$ cat src/rtl/hdmi_packet_pkg.sv
// Shared constants and types for the HDMI data-island packet serializer.
package hdmi_packet_pkg;

  localparam logic [7:0] ECC_POLY    = 8'h83;
  localparam int         HEADER_BITS = 24;
  localparam int         SUB_BITS    = 56;
  localparam int         BEATS       = 32;

  typedef logic [SUB_BITS-1:0] subpacket_t;

  typedef enum logic {
    IDLE,
    SEND
  } ser_state_t;

endpackage

$ cat src/rtl/bch_ecc_step.sv
// One serial step of the data-island BCH parity register, absorbing BITS data bits
// (bit 0 first) using the x^8+x^7+x^6+1 feedback.
module bch_ecc_step
  import hdmi_packet_pkg::*;
#(
  parameter int BITS = 1
) (
  input  logic [7:0]      parity_in,
  input  logic [BITS-1:0] data,
  output logic [7:0]      parity_out
);

  always_comb begin
    parity_out = parity_in;
    for (int i = 0; i < BITS; i++) begin
      parity_out = (parity_out >> 1) ^ ((data[i] ^ parity_out[0]) ? ECC_POLY : 8'h00);
    end
  end

endmodule

$ cat src/rtl/packet_serializer.sv
// Serializes one HDMI data-island packet (header + 4 subpackets + BCH parity) over 32 beats.
// Optional InfoFrame checksum monitor: define HDMI_PACKET_CHECKSUM_CHECK_EN.
module packet_serializer
  import hdmi_packet_pkg::*;
#(
  parameter int BACK_TO_BACK = 1
) (
  input  logic                   clk_pixel,
  input  logic                   reset_n,
  input  logic                   in_valid,
  output logic                   in_ready,
  input  logic [23:0]            header,
  input  subpacket_t [3:0]       sub,
  output logic [8:0]             packet_data,
  output logic                   packet_active,
  output logic                   packet_first,
  output logic                   packet_last,
  output logic                   checksum_error
);

  ser_state_t       state;
  logic [4:0]       counter;
  logic [23:0]      header_q;
  subpacket_t [3:0] sub_q;
  logic [7:0]       hdr_parity;
  logic [7:0]       hdr_seed;
  logic [7:0]       hdr_next;
  logic [7:0]       sub_parity [4];
  logic [7:0]       sub_seed [4];
  logic [7:0]       sub_next [4];
  logic [5:0]       bit_idx;
  logic             accept;

  assign bit_idx  = {counter, 1'b0};
  assign in_ready = (state == IDLE) || ((BACK_TO_BACK != 0) && (counter == 5'd31));
  assign accept   = in_valid && in_ready;

  // Parity registers restart from zero on beat 0, so a back-to-back packet needs no clear cycle.
  assign hdr_seed = (counter == 5'd0) ? 8'h00 : hdr_parity;

  bch_ecc_step #(.BITS(1)) u_hdr_ecc (
    .parity_in  (hdr_seed),
    .data       (header_q[counter]),
    .parity_out (hdr_next)
  );

  for (genvar g = 0; g < 4; g++) begin : g_sub_ecc
    assign sub_seed[g] = (counter == 5'd0) ? 8'h00 : sub_parity[g];

    bch_ecc_step #(.BITS(2)) u_sub_ecc (
      .parity_in  (sub_seed[g]),
      .data       (sub_q[g][bit_idx +: 2]),
      .parity_out (sub_next[g])
    );
  end

  always_ff @(posedge clk_pixel) begin
    if (!reset_n) begin
      state      <= IDLE;
      counter    <= '0;
      hdr_parity <= '0;
      for (int i = 0; i < 4; i++) begin
        sub_parity[i] <= '0;
      end
    end else begin
      if (accept) begin
        header_q <= header;
        sub_q    <= sub;
      end
      case (state)
        IDLE: begin
          if (accept) begin
            state   <= SEND;
            counter <= '0;
          end
        end
        SEND: begin
          counter <= counter + 5'd1;
          if (counter < 5'd24) begin
            hdr_parity <= hdr_next;
          end
          if (counter < 5'd28) begin
            for (int i = 0; i < 4; i++) begin
              sub_parity[i] <= sub_next[i];
            end
          end
          if ((counter == 5'd31) && !accept) begin
            state <= IDLE;
          end
        end
        default: state <= IDLE;
      endcase
    end
  end

  assign packet_active = (state == SEND);
  assign packet_first  = packet_active && (counter == 5'd0);
  assign packet_last   = packet_active && (counter == 5'd31);

  // Parity beats reuse the low counter bits as the parity bit index (24..31 and 28..31).
  always_comb begin
    packet_data = '0;
    if (state == SEND) begin
      packet_data[0] = (counter < 5'd24) ? header_q[counter] : hdr_parity[counter[2:0]];
      for (int i = 0; i < 4; i++) begin
        if (counter < 5'd28) begin
          packet_data[1+i] = sub_q[i][bit_idx];
          packet_data[5+i] = sub_q[i][bit_idx + 6'd1];
        end else begin
          packet_data[1+i] = sub_parity[i][{counter[1:0], 1'b0}];
          packet_data[5+i] = sub_parity[i][{counter[1:0], 1'b1}];
        end
      end
    end
  end

`ifdef HDMI_PACKET_CHECKSUM_CHECK_EN
  logic [7:0] csum;

  always_comb begin
    csum = header[7:0] + header[15:8] + header[23:16];
    for (int i = 0; i < 4; i++) begin
      for (int b = 0; b < 7; b++) begin
        csum = csum + sub[i][8*b +: 8];
      end
    end
  end

  always_ff @(posedge clk_pixel) begin
    if (!reset_n) begin
      checksum_error <= 1'b0;
    end else if (accept && header[7] && (csum != 8'h00)) begin
      checksum_error <= 1'b1;
    end
  end
`else
  assign checksum_error = 1'b0;
`endif

endmodule
$ cat config.mk
export PLATFORM = sky130hd
export DESIGN_NAME = packet_serializer
export DESIGN_NICKNAME = d
export VERILOG_FILES = /design/src/rtl/hdmi_packet_pkg.sv /design/src/rtl/bch_ecc_step.sv /design/src/rtl/packet_serializer.sv
export SDC_FILE = /design/constraint.sdc
export NUM_CORES = 1
export LEC_CHECK = 0
export ABC_AREA = 1
export ABC_CLOCK_PERIOD_IN_PS = 29400
export CAP_MARGIN = 25
export CORE_ASPECT_RATIO = 0.75
export CORE_MARGIN = 2
export CORE_UTILIZATION = 30
export DETAILED_ROUTE_END_ITERATION = 10
export PLACE_DENSITY_LB_ADDON = 0.15
export REMOVE_ABC_BUFFERS = 1
export SYNTH_ARGS = -nofsm -noshare
export SYNTH_HDL_FRONTEND = slang
export SYNTH_SLANG_ARGS = --single-unit
$ cat constraint.sdc
create_clock -name clk_pixel -period 29.4 [get_ports clk_pixel]
set_clock_uncertainty 0.05 [all_clocks]
set_input_delay 5.88 -clock clk_pixel [delete_from_list [all_inputs] [get_ports clk_pixel]]
set_output_delay 5.88 -clock clk_pixel [all_outputs]
set_load 0.02 [all_outputs]
### After elaboration in Yosys (flattened, before gate mapping)

Memories as Yosys holds them, arrays and structs flattened.
Index checks and enable logic that the tools add are counted.

* register bits after elaboration: 262
* RAM bits: 32
* input bits: 251
* output and inout bits: 14
* memories: 1

* add/sub/neg operators: 2
* $lt $le $gt $ge: 8
* equal/unequal tests: 2
* shifts and indexed selects: 4
* multiplexer cells: 74
* bitwise logic cells: 23
* reduce and logical (&&, ||, !) cells: 9

Memories
* sub_parity: words 4, width 8, read ports 4, clocked after memory_dff 0, wr ports 4, line packet_serializer.sv:28 `logic [7:0] sub_parity [4];`

Operator list (count)
* $shiftx A56 B7 Y2: 4
* $mux W8: 18
* $xor A7 B8 Y8: 9
* $mux W1: 34
* $bmux W1 S5: 5
* $bmux W1 S6: 4
* $bmux W1 S2: 8
* $lt A6 B7 Y1 const B: 2
* $lt A3 B4 Y1 const B: 3
* $lt A5 B5 Y1 const B: 2
* $pmux W5 S2: 1
* $mux W9: 1
* $xor A1 B1 Y1: 9
* $add A6 B1 Y6 const B: 1
* $lt A5 B6 Y1 const B: 1
* $add A5 B1 Y5 const B: 1
* $eq A5 B5 Y1 const B: 1
* $logic_not A5 Y1: 1
* $mux W5: 1
* $logic_and A1 B1 Y1: 4
* $or A1 B1 Y1: 4
* $reduce_and A2 Y1: 2
* $bmux W1 S3: 1
* $ne A2 B2 Y1 const B: 1
* other kinds (4): 4

### Depth between registers and ports, before layout

* depth in word-level cells: 9
* mapped depth: 19

### Modules after synthesis

A second synthesis with hierarchy kept.

* cells, all modules: 1454
* area total of the unflattened synthesis: 13644.3 um^2

Modules (own cells, without submodules)
* packet_serializer: times used 1, cells an instance 1302, area each 12889.9 um^2, sequential area each 8688.3 um^2
* bch_ecc_step (g_sub_ecc[0].u_sub_ecc ...): times used 4, cells an instance 33, area each 163.9 um^2, sequential area each 0.0 um^2
* bch_ecc_step (u_hdr_ecc): times used 1, cells an instance 20, area each 98.8 um^2, sequential area each 0.0 um^2

### Worst setup path after synthesis

No wires, ideal clock.

* kind: in2reg
* start point: input port in_valid
* end point: register header_q[0], enable pin
* setup time: 0.860 ns
* arrival time: 16.175 ns
* slack: 12.314 ns
* cell stages on the path: 2
* cells stage by stage: nand2_1 nor2_1

* longest elaborated chain between the ends: 2

RTL lines
* start: declaration: line packet_serializer.sv:10 `input logic in_valid,`
* $logic_and A1 B1 Y1: line packet_serializer.sv:36 `assign accept = in_valid && in_ready;`
* $reduce_and A2 Y1 (no line)
* end signal: assignment: line packet_serializer.sv:67 `header_q <= header;`
* end: declaration: line packet_serializer.sv:23 `logic [23:0] header_q;`

No other way between the ends.
A chain may end at the register's enable or synchronous reset.

### Worst setup path in the final report

* start point: register counter[0]
* end point: output port packet_data[5]

* longest elaborated chain between the ends: 5

RTL lines
* start: declaration: line packet_serializer.sv:22 `logic [4:0] counter;`
* start signal: assignment: line packet_serializer.sv:78 `counter <= counter + 5'd1;`
* $add A6 B1 Y6: line packet_serializer.sv:108 `packet_data[5+i] = sub_q[i][bit_idx + 6'd1];`
* $bmux W1 S6: line packet_serializer.sv:108
* $mux W1 (implied by the code): line packet_serializer.sv:108
* $mux W1 (*): line packet_serializer.sv:106 `if (counter < 5'd28) begin`
* $mux W9 (*): line packet_serializer.sv:103 `if (state == SEND) begin`
* end: declaration: line packet_serializer.sv:14 `output logic [8:0] packet_data,`

Mark *: on every way between the ends. The rest lies on a longest branch, timed or not. The select of a mux whose other input is x is not followed.

==> results.sh <==
export IMPL_status="completed"
export IMPL_syn_avg_cell_area_um2=10.2
export IMPL_dp_hpwl_mm=24.5
export IMPL_hold_violations=0
export IMPL_cp_common_cell="nand2_1"
export IMPL_dr_pass1_iters=5
export IMPL_leakagePower_nw=6.64
export IMPL_start_kind="flop"
export IMPL_first_iter_violations=665
export IMPL_rrSetupSlack_ns=25.02
export IMPL_clk_latency_ns=0.52
export IMPL_pre_cts_slack_ns=19.94
export IMPL_critical_path_slowest_cell="dfxtp_4"
export IMPL_holdCritPathClass="flop to flop"
export IMPL_crit_chain="buf_4 -> nand2_1 -> nand3_1 -> nand2_1 -> nand2_1 -> nand2_1 -> o21ai_1 -> nand2_1 -> o211ai_1 -> inv_1 -> clkdlybuf4s50_1"
export IMPL_area_delta_synth_final_pct=31.8
export IMPL_ctsHoldBuffers=0
export IMPL_cts_sinks=294
export IMPL_via_per_inst=4.51
export IMPL_ant_nets=0
export IMPL_fill_cells=4230
export IMPL_placeableCoreArea_um2=43100
export IMPL_yosysUniqueCellTypes=35
export IMPL_die_width_um=245
export IMPL_h_tree_depth=2
export IMPL_regArea_um2=8700
export IMPL_grt_pass1_wl_mm=56.1
export IMPL_grt_pass1_vias=9521
export IMPL_num_vias=9634
export IMPL_whs_ns=0.431
export IMPL_multiInputGateArea_um2=3400
export IMPL_chipHeight_um=184
export IMPL_yosys_area_top_type="edfxtp_1"
export IMPL_tns_ns=0
export IMPL_final_nets=1787
export IMPL_placed_area_um2=16100
export IMPL_die_area_um2=45100
export IMPL_critPathMaxStageDelay_ns=0.76
export IMPL_final_cell_mix="375 x nand2_1, 280 x edfxtp_1, 263 x clkdlybuf4s50_1, 133 x inv_1, 126 x nor2_1"
export IMPL_cts_resized=0
export IMPL_cp_max_fo=83
export IMPL_min_path_cells=2
export IMPL_ys_seq_elements=294
export IMPL_worstRegToRegCells=9
export IMPL_cts_tree="built"
export IMPL_critical_path_class="flop to output pin"
export IMPL_ir_drop_mv=0.0380
export IMPL_final_cell_count_no_fill=2137
export IMPL_total_power_mw=1.01
export IMPL_min_period_ns=9.93
export IMPL_placedCellCount=2074
export IMPL_fin_ws_ns=19.47
export IMPL_grt_use_total_pct=16.5
export IMPL_rows=66
export IMPL_yosys_warnings=0
export IMPL_rsz0062_at_grt="no"
export IMPL_design_area_um2=17200
export IMPL_grt_max_degree=84
export IMPL_drc=0
export IMPL_drv_slew=0
export IMPL_power_density_nw_per_um2=59.0
export IMPL_yosysSeqAreaShare_pct=66.7
export IMPL_synth_top_area_share_pct=64.6
export IMPL_worst_pin_slew_ns=1.00
export IMPL_port_buffers=263
export IMPL_routed_wl_mm=37.1
export IMPL_antenna_found_initial=1
export IMPL_max_freq_mhz=101
export IMPL_setup_viol=0
export IMPL_syn_area_um2=13000
export IMPL_grt_overflow=0
export IMPL_start_util_pct=30.2
export IMPL_utilization_pct=39.8
export IMPL_clkTransAtPathRegs_ns=0.06
export IMPL_routedWlPerCell_um=17.4
export IMPL_cts_buffer_depth=3
export IMPL_maxSlewHeadroom_pct=33.3
export IMPL_drive_gt1_share_pct=5.39
export IMPL_cp_end_kind="output pin"
export IMPL_cp_data_arrival_time_ns=4.00
export IMPL_final_common_cell="nand2_1"
export IMPL_synthCells=1282
export IMPL_post_cts_setup_buffer_count=0
export IMPL_synthTopCellsByArea="edfxtp_1 65%, nand2_1 11%, nand3_1 3.9%, inv_1 3.8%, nor2_1 3.7%"
export IMPL_cts_made_buffers=34
export IMPL_cap_violations=0
export IMPL_cp_required_ns=23.47
export IMPL_gp_congestion=0.771
export IMPL_io_pins=265
export IMPL_cts_root_buf="clkbuf_16"
export IMPL_fin_crit_sh_pct=33.8
-- flip-flops by register name, indices dropped and copies added (netlist names) --
register	count
sub_q	224
sub_parity	32
header_q	24
hdr_parity	8
counter	5
packet_active	1
-- where the power goes --
part	switching [mW]	total (mW)	internal (mW)
clock network	0.165	0.396	0.231
registers	0.00966	0.491	0.481
logic	0.0706	0.127	0.0561
-- worst max-delay path: cells and delay by family (launching register included) --
family                 cells  cell delay, ns
AOI/OAI and AO/OA          2            0.59
buffers and inverters      3            1.37
DFF                        1            0.76
and+or+nand+nor            6            0.61
-- cells by family (layout without fill, tap and decap cells) --
| logic type | count (synthesis) | after routing | share of synthesized area [%] |
|---|---|---|---|
| DFF | 294 | 294 | 66.7 |
| AOI/OAI and AO/OA | 154 | 154 | 6.24 |
| and+or+nand+nor | 622 | 622 | 19.2 |
| buffers and inverters | 205 | 481 | 7.28 |
| xor gates and xnor gates | 3 | 3 | 0.202 |
| adders and majority gates | 3 | 3 | 0.288 |
| other | 1 | 2 | 0.0288 |
-- routing by layer --
layer  share of wire, %  up-vias  GRT usage, %
li1                   -     4752             -
met1                 49     4532          24.2
met2                 43      307          25.0
met3                6.5       43          3.33
met4                1.8        0          4.00
met5                  0        -             0
-- cell type report --
class	instances	area share, %
sequential	294	50.7
multi-input combinational	783	19.8
timing repair buffer	279	16.2
clock buffer	47	5.67
tap	578	4.21
inverter	141	3.10
clock inverter	14	0.394
antenna	1	0.0146
-- Yosys cell counts --
cell type	instances
xnor2_1	1
nor3_1	3
o21ai_0	53
a21boi_1	1
dfxtp_1	14
o221ai_1	1
nand2_2	4
or2_2	1
nand3b_1	2
nor4_1	1
o211ai_1	7
conb_1	1
o21ai_1	27
nor2_2	4
and3_1	1
buf_4	9
o21ai_2	2
a211oi_1	2
nor2_1	128
nand4_1	1
clkinv_1	1
buf_1	1
inv_2	6
inv_1	133
inv_4	1
o22ai_1	4
nand3_1	102
nand2_1	375
buf_6	14
clkbuf_1	10
edfxtp_1	280
buf_2	30
ha_1	3
a21oi_1	57
xor2_1	2
-- worst paths after layout --
| kind | to | from |
|---|---|---|
| max | packet_data[5] | counter[0] |
| min | hdr_parity[2] | hdr_parity[2] |
| max reg2reg | sub_q[171] | counter[0] |
| min reg2reg | hdr_parity[2] | hdr_parity[2] |
Note: power is estimated with default switching activity, not from simulation.
